[config.mk]
export PLATFORM = sky130hd
export DESIGN_NAME = fp16_square
export DESIGN_NICKNAME = d
export VERILOG_FILES = /design/src/rtl/fp16_pkg.sv /design/src/rtl/fp16_mant_mul11.sv /design/src/rtl/fp16_square.sv
export SDC_FILE = /design/constraint.sdc
export NUM_CORES = 1
export LEC_CHECK = 0
export CELL_PAD_IN_SITES_DETAIL_PLACEMENT = 1
export CELL_PAD_IN_SITES_GLOBAL_PLACEMENT = 1
export CORE_ASPECT_RATIO = 1.5
export CORE_UTILIZATION = 35
export DETAILED_ROUTE_END_ITERATION = 10
export GPL_TIMING_DRIVEN = 0
export PLACE_DENSITY = 0.63
export SLEW_MARGIN = 40
export SYNTH_ARGS = -nofsm -noshare
export SYNTH_HDL_FRONTEND = slang
export SYNTH_SLANG_ARGS = --single-unit
[constraint.sdc]
create_clock -name CLK -period 5.3 [get_ports CLK]
set_input_delay 1.06 -clock CLK [delete_from_list [all_inputs] [get_ports CLK]]
set_output_delay 1.06 -clock CLK [all_outputs]
set_load 0.02 [all_outputs]
[src/rtl/fp16_pkg.sv]
// fp16_pkg: shared constants and types for the fp16 arithmetic units
// (squarer and square-root).
//   FP16_* field widths, bias, quiet-NaN bit and +INF encoding
//   fp16_t      sign/exponent/mantissa view of a half-precision word
//   fp16_state_e  sequencer states shared by the iterative units
package fp16_pkg;

   localparam int FP16_MANT_W = 10;
   localparam int FP16_EXP_W  = 5;
   localparam int FP16_BIAS   = 15;

   localparam logic [15:0] FP16_QNAN_BIT = 16'h0200;
   localparam logic [15:0] FP16_PINF     = 16'h7C00;

   typedef struct packed {
      logic       sign;
      logic [4:0] exp;
      logic [9:0] mant;
   } fp16_t;

   typedef enum logic [1:0] {
      LOAD = 2'd0,
      MULT = 2'd1,
      NORM = 2'd2,
      DONE = 2'd3
   } fp16_state_e;

endpackage

[src/rtl/fp16_mant_mul11.sv]
// fp16_mant_mul11: sequential 11x11 shift-add multiplier, one partial
// product per clock.
//   clk_i    clock
//   rst_ni   synchronous active-low reset
//   start_i  latch m_i, clear the accumulator, begin 11 add steps
//   m_i      11-bit significand operand (squared)
//   prod_o   22-bit accumulator / product
//   last_o   high during the final step; prod_o is complete next cycle
module fp16_mant_mul11 (
   input  logic        clk_i,
   input  logic        rst_ni,
   input  logic        start_i,
   input  logic [10:0] m_i,
   output logic [21:0] prod_o,
   output logic        last_o
);

   logic [10:0] m_q,    m_d;
   logic [21:0] acc_q,  acc_d;
   logic [3:0]  cnt_q,  cnt_d;
   logic        busy_q, busy_d;

   always_comb begin
      m_d    = m_q;
      acc_d  = acc_q;
      cnt_d  = cnt_q;
      busy_d = busy_q;
      if (start_i) begin
         m_d    = m_i;
         acc_d  = '0;
         cnt_d  = '0;
         busy_d = 1'b1;
      end else if (busy_q) begin
         // Multiplicand and multiplier are the same value (squaring).
         if (m_q[cnt_q])
            acc_d = acc_q + ({11'b0, m_q} << cnt_q);
         if (cnt_q == 4'd10) begin
            busy_d = 1'b0;
            cnt_d  = '0;
         end else begin
            cnt_d = cnt_q + 4'd1;
         end
      end
   end

   always_ff @(posedge clk_i) begin
      if (!rst_ni) begin
         m_q    <= '0;
         acc_q  <= '0;
         cnt_q  <= '0;
         busy_q <= 1'b0;
      end else begin
         m_q    <= m_d;
         acc_q  <= acc_d;
         cnt_q  <= cnt_d;
         busy_q <= busy_d;
      end
   end

   assign prod_o = acc_q;
   assign last_o = busy_q && (cnt_q == 4'd10);

endmodule

[src/rtl/fp16_square.sv]
// fp16_square: iterative IEEE-754 half-precision squarer, OUT = IN * IN,
// truncating rounding. Specials finish one edge after start, finite
// non-zero operands after 13 edges (LOAD, 11x MULT, NORM).
//   CLK       clock
//   ENABLE    synchronous active-low reset; high = run
//   IN_DATA   operand, captured on the first edge with ENABLE high
//   OUT_DATA  result, qualified by RESULT (0 otherwise)
//   RESULT    result valid; held until ENABLE drops
//   IS_NAN / IS_PINF / IS_NINF  result class flags (NINF is never set)
module fp16_square
   import fp16_pkg::*;
#(
   parameter int MANT_W = FP16_MANT_W,
   parameter int EXP_W  = FP16_EXP_W,
   parameter int BIAS   = FP16_BIAS
) (
   input  logic                    CLK,
   input  logic                    ENABLE,
   input  logic [MANT_W+EXP_W:0]   IN_DATA,
   output logic [MANT_W+EXP_W:0]   OUT_DATA,
   output logic                    RESULT,
   output logic                    IS_NAN,
   output logic                    IS_PINF,
   output logic                    IS_NINF
);

   fp16_state_e        state_q,  state_d;
   logic [15:0]        out_q,    out_d;
   logic               result_q, result_d;
   logic               nan_q,    nan_d;
   logic               pinf_q,   pinf_d;
   logic signed [6:0]  e_q,      e_d;

   fp16_t              op;
   logic [10:0]        norm_m;
   logic signed [6:0]  norm_e;
   logic [3:0]         lead;
   logic [3:0]         sh;

   logic               mul_start;
   logic [21:0]        mul_prod;
   logic               mul_last;

   logic [9:0]         frac;
   logic signed [7:0]  exp2;
   logic signed [7:0]  b;
   logic [7:0]         sub_sh;
   logic [10:0]        sig;
   logic               unused_lsbs;

   assign op = fp16_t'(IN_DATA);

   // Operand normalisation: subnormals are shifted until the hidden-bit
   // position is set, with the exponent lowered by the shift count.
   always_comb begin
      lead = '0;
      for (int i = 0; i < MANT_W; i++)
         if (op.mant[i]) lead = 4'(i);
      sh = 4'(MANT_W) - lead;
      if (op.exp != '0) begin
         norm_m = {1'b1, op.mant};
         norm_e = $signed({2'b00, op.exp}) - 7'(BIAS);
      end else begin
         norm_m = {1'b0, op.mant} << sh;
         norm_e = -7'sd14 - $signed({3'b000, sh});
      end
   end

   fp16_mant_mul11 u_mul (
      .clk_i   (CLK),
      .rst_ni  (ENABLE),
      .start_i (mul_start),
      .m_i     (norm_m),
      .prod_o  (mul_prod),
      .last_o  (mul_last)
   );

   // Product lies in [2^20, 2^22); bit 21 selects a one-place renormalise.
   // {e,1} / {e,0} is 2e+1 / 2e in two's complement.
   always_comb begin
      if (mul_prod[21]) begin
         frac = mul_prod[20:11];
         exp2 = {e_q, 1'b1};
      end else begin
         frac = mul_prod[19:10];
         exp2 = {e_q, 1'b0};
      end
      b      = exp2 + 8'(BIAS);
      sub_sh = 8'sd1 - b;
      sig    = {1'b1, frac} >> sub_sh;
   end

   // Bits below the kept fraction are dropped by truncation.
   assign unused_lsbs = ^mul_prod[9:0];

   always_comb begin
      state_d   = state_q;
      out_d     = out_q;
      result_d  = result_q;
      nan_d     = nan_q;
      pinf_d    = pinf_q;
      e_d       = e_q;
      mul_start = 1'b0;
      case (state_q)
         LOAD: begin
            if (op.exp == '1) begin
               if (op.mant != '0) begin
                  out_d = op | FP16_QNAN_BIT;
                  nan_d = 1'b1;
               end else begin
                  out_d  = FP16_PINF;
                  pinf_d = 1'b1;
               end
               result_d = 1'b1;
               state_d  = DONE;
            end else if (op.exp == '0 && op.mant == '0) begin
               out_d    = '0;
               result_d = 1'b1;
               state_d  = DONE;
            end else begin
               mul_start = 1'b1;
               e_d       = norm_e;
               state_d   = MULT;
            end
         end
         MULT: begin
            if (mul_last) state_d = NORM;
         end
         NORM: begin
            if (b >= 8'sd31) begin
               out_d  = FP16_PINF;
               pinf_d = 1'b1;
            end else if (b >= 8'sd1) begin
               out_d = {1'b0, b[4:0], frac};
            end else if (sub_sh > 8'd10) begin
               out_d = '0;
            end else begin
               out_d = {6'b0, sig[9:0]};
            end
            result_d = 1'b1;
            state_d  = DONE;
         end
         DONE: ;
         default: state_d = LOAD;
      endcase
   end

   always_ff @(posedge CLK) begin
      if (!ENABLE) begin
         state_q  <= LOAD;
         out_q    <= '0;
         result_q <= 1'b0;
         nan_q    <= 1'b0;
         pinf_q   <= 1'b0;
         e_q      <= '0;
      end else begin
         state_q  <= state_d;
         out_q    <= out_d;
         result_q <= result_d;
         nan_q    <= nan_d;
         pinf_q   <= pinf_d;
         e_q      <= e_d;
      end
   end

   assign OUT_DATA = out_q;
   assign RESULT   = result_q;
   assign IS_NAN   = nan_q;
   assign IS_PINF  = pinf_q;
   assign IS_NINF  = 1'b0;

endmodule

==> impl.org <==
** Outcome
- The flow ran to the end, and the final reports show no timing, DRC or antenna violations.

** Critical path
- Critical-path maximum fanout :: 10
- The critical path starts at IN_DATA[1].
- CP Launch Type :: primary input
- Path depth of the worst reg2reg path :: 16
- Reg-to-reg slack, setup :: 0.80 ns
- Category of the most critical setup path :: in -> reg
- R2R Path End :: u_mul.prod_o[19]
- Series of cell instances along the critical path :: clkdlybuf4s50_1 > nand2b_1 > a221o_1 > a21o_1 > nand2b_1 > buf_2 > ha_1 > clkbuf_1 > clkbuf_1 > xnor2_1 > o211ai_1 > o211a_1
- Max incr delay on CP :: about 0.80 ns
- STA puts the critical path data arrival time at about 5 ns.
- Highest-delay cell along the critical path :: clkdlybuf4s50_1
- Required time of the critical path :: ~5.6 ns
- Worst reg2reg path startpoint :: u_mul.cnt_q[1]
- Crit path capture type :: register

** Floorplanning
- The core region is 0.01669 mm².
- After floorplanning, the core was divided into 58 placement rows.
- Once the floorplan was initialized, standard cells occupied between 30% and 40% of the core.
- 38 I/O pins were placed.
- Total die area :: approximately 0.018 mm²
- Horizontal die dimension :: roughly 110 µm
- Height of the die :: 161.6 µm

** CTS
- The longest clock path from root to sink contains 2 buffers.
- After clock tree synthesis, the clock-pin slew on the worst setup and hold paths is ~0.070 ns.
- Clock tree synthesis selected as its root buffer the cell clkbuf_16.
- CTS saw 65 sinks.
- CTS resizes :: 0
- TritonCTS built the clock tree.
- Post-CTS repair timing setup buffer count :: 0
- Clock network latency to the later pin of the worst-skew pair :: around 0.35 ns
- Clock buffer count from CTS :: 9
- Hold repair after CTS inserted 0 buffers.
- The clock tree synthesis step divided the H-tree into 3 levels.

** Power
- Total power :: slightly below 3000 µW
- Max IR drop VDD :: 182.7 µV
- Power density over the cells :: 430.4 mW/mm²
- Static leakage :: 0.002578 µW

** Synthesis
- Gate count after technology mapping :: 774
- Primary FF master, synth :: dfxtp_1
- Number of warnings printed during yosys synthesis :: 0
- Leading post-synthesis cells by cell area :: dfxtp_1 (22%), ha_1 (6.5%), o21ai_0 (5.6%)
- For this run, asynchronously set or reset flops after synthesis account for 0%.
- Part of the Yosys area used for sequential elements :: between 20% and 30%
- Counting every net in the synthesized netlist gives a little over 800.
- Summed over all instances, the cell type with the most area after synthesis is dfxtp_1.
- Post-synth EDFFs :: 0
- After synthesis the cells add up to around 0.0059 mm².
- Share of the synthesized area in the top cell type :: 21.90%
- Count of unique library cells instantiated by Yosys :: between 80 and 90
- Synth Register Bits :: 65
- Mapped Avg Cell Area :: 7.677 µm²

** Routing
- Once detail routing completed, the nets flagged for antenna violations numbered 0.
- For this block, the initial DRC count from the detailed router was 226.
- After detailed routing, the average wire length per cell comes to between 20 and 25 µm.
- Detailed Routing Iterations Pass 1 :: 4
- Drc violations :: 0
- Using the TritonRoute via totals, the vias-per-cell ratio works out to between 5 and 6.
- Detailed-route wire length :: between 20 and 25 mm
- Total via count in the routed design :: 6184

** Placement
- Setup WS pre-CTS :: 0.3974 ns
- During placement, the flow inserted port buffers numbering 32.
- Detailed-placement wirelength estimate :: roughly 17 mm
- At the end of routability-driven placement, the weighted congestion stood at ~0.88.

** GRT
- Grt peak-use layer :: met2
- The total overflow left after global routing is 0.
- For met2 alone, demand over resource in global routing was a little under half.
- The first global-routing pass estimated roughly 35 mm of wire.
- Met3 global-route usage :: roughly 2.5%
- Pin count of the biggest net entering global routing :: 13
- Total routing resource utilization after global routing :: 25.88%
- The initial antenna violation count came to 0.
- The number of global-route vias before repair came to 6548.
- In the global route stage, met1 resource usage came out at ~28%.

** Timing
- In the finished design, the share of the clock period the worst path needs comes to between 80 and 90%.
- Count of final setup violators :: 0
- The number of slew-limit violations in the final report is 0.
- Smallest setup slack after layout :: 0.6846 ns
- Hold timing on the final database bottoms out at a slack of ~0.47 ns.
- The final count of hold timing violations came to 0.
- Worst setup skew after layout :: about 0.013 ns
- For this run, the top clock speed supported by timing is 216.7 MHz.
- Setup repair after global routing left no endpoint under its margin.
- Transition time at the pin with the least slew margin :: 0.8382 ns
- Setup TNS Final :: 0 ns
- After layout, the minimum clock period comes to 4.615 ns.
- Measured against its own limit, the worst slew margin works out to 43.97%.

** Final layout
- The library cells used most frequently in the layout, excluding fill and tap cells, are nor2_1 (70), nand2_1 (67), o21ai_0 (67).
- Area growth syn-to-layout :: 15.94%
- 0 antenna diodes ended up in the layout.
- Across the whole layout, storage elements account for 0.001301 mm².
- Of the cells placed in the final design, the portion with a size suffix greater than 1 is 8.394%.
- Once layout is complete, the utilization of the core stands at ~41%.
- The filler cells instantiated in the layout total between 2000 and 2500.
- Most common cell after layout, fill and taps aside :: nor2_1
- After the last flow step, the layout net total stands at roughly 870.
- Area used by multi-input combinational logic :: approximately 0.0043 mm²

** Min path
- The worst hold path begins at u_mul.prod_o[4].
- In this run the worst hold path is classified as reg -> reg.
- Hold Path Depth :: 2
- Endpoint, Worst Hold :: u_mul.prod_o[4]

** Job
- Number of maximum-capacitance violations :: 0
## flip-flops by register name, indices dropped and copies added, names as in the netlist
| name | cells |
|---|---|
| state_q | 2 |
| u_mul.prod_o | 22 |
| u_mul.cnt_q | 4 |
| u_mul.busy_q | 1 |
| IS_PINF | 1 |
| u_mul.m_q | 11 |
| IS_NAN | 1 |
| e_q | 6 |
| RESULT | 1 |
| OUT_DATA | 16 |
## per-layer routing
metal	vias to the layer above	wire, µm
met5	-	0
met4	0	1288
met3	55	554
met2	114	11400
met1	3053	8787
li1	2962	-
## synth_stat cells (15+ instances only)
cell type and count:
nor2_1 70, nand2_1 67, o21ai_0 67, dfxtp_1 65, a21oi_1 59, clkbuf_1 37
mux2i_1 32, ha_1 31, inv_1 20, nand2b_1 18, o211ai_1 18, nor2b_1 17
nand3_1 16, nor3_1 15
## layout make-up
type,instances,share of cell area (%)
Clock buffer,10,3.469
Sequential cell,65,18.89
Inverter,21,1.144
Clock inverter,6,1.653
Tap cell,210,3.814
Timing Repair Buffer,32,4.649
Buffer,56,3.632
Multi-Input combinational cell,632,62.75
## how the worst max path moves through the flow
stage / end / slack, ns / depth (start not counted)
final: e_q[1] / 0.68 / 12
after global routing: u_mul.prod_o[21] / 0.38 / 16
after CTS: u_mul.m_q[6] / 0.75 / 12
after detailed placement: u_mul.m_q[6] / 0.40 / 12
after global placement: e_q[1] / 0.48 / 12
after floorplan: u_mul.m_q[6] / 1.69 / 12
## metrics by stage
step	cells	area [µm²]
after floorplan	774	5942
final	1032	6889
after global placement	1016	6525
after detailed placement	1016	6531
after global routing	1032	6889
after CTS	1032	6884
## worst max-delay path, delay by kind of cell
kind                       cells  cell delay [ns]
buffers and inverters          4             1.90
AOI/OAI and AO/OA              4             1.18
adders and majority gates      1             0.32
and+or+nand+nor                2             0.30
xor gates and xnor gates       1             0.14
## where the power goes
| group | leakage [µW] | internal, µW | switching [µW] | total [µW] |
|---|---|---|---|---|
| Combinational | 0.00188 | 579 | 984 | 1560 |
| Clock | 0.000165 | 474 | 253 | 727 |
| Sequential | 0.000531 | 587 | 88.8 | 675 |
| Total | 0.00258 | 1640 | 1330 | 2970 |
## cells by family (layout without fill, tap and decap cells)
group | after synthesis | count (layout) | synth area share [%]
other | 1 | 1 | 0.06311
AO/OA/AOI/OAI | 272 | 272 | 30.53
adder cells (fa/ha/maj) | 32 | 32 | 6.865
AND/OR/NAND/NOR | 251 | 251 | 21.12
XOR/XNOR | 27 | 27 | 4.232
buffers and inverters | 77 | 125 | 5.538
multiplexers | 49 | 49 | 9.749
flip-flops | 65 | 65 | 21.90
No activity file was read; power rests on OpenSTA's default activity.
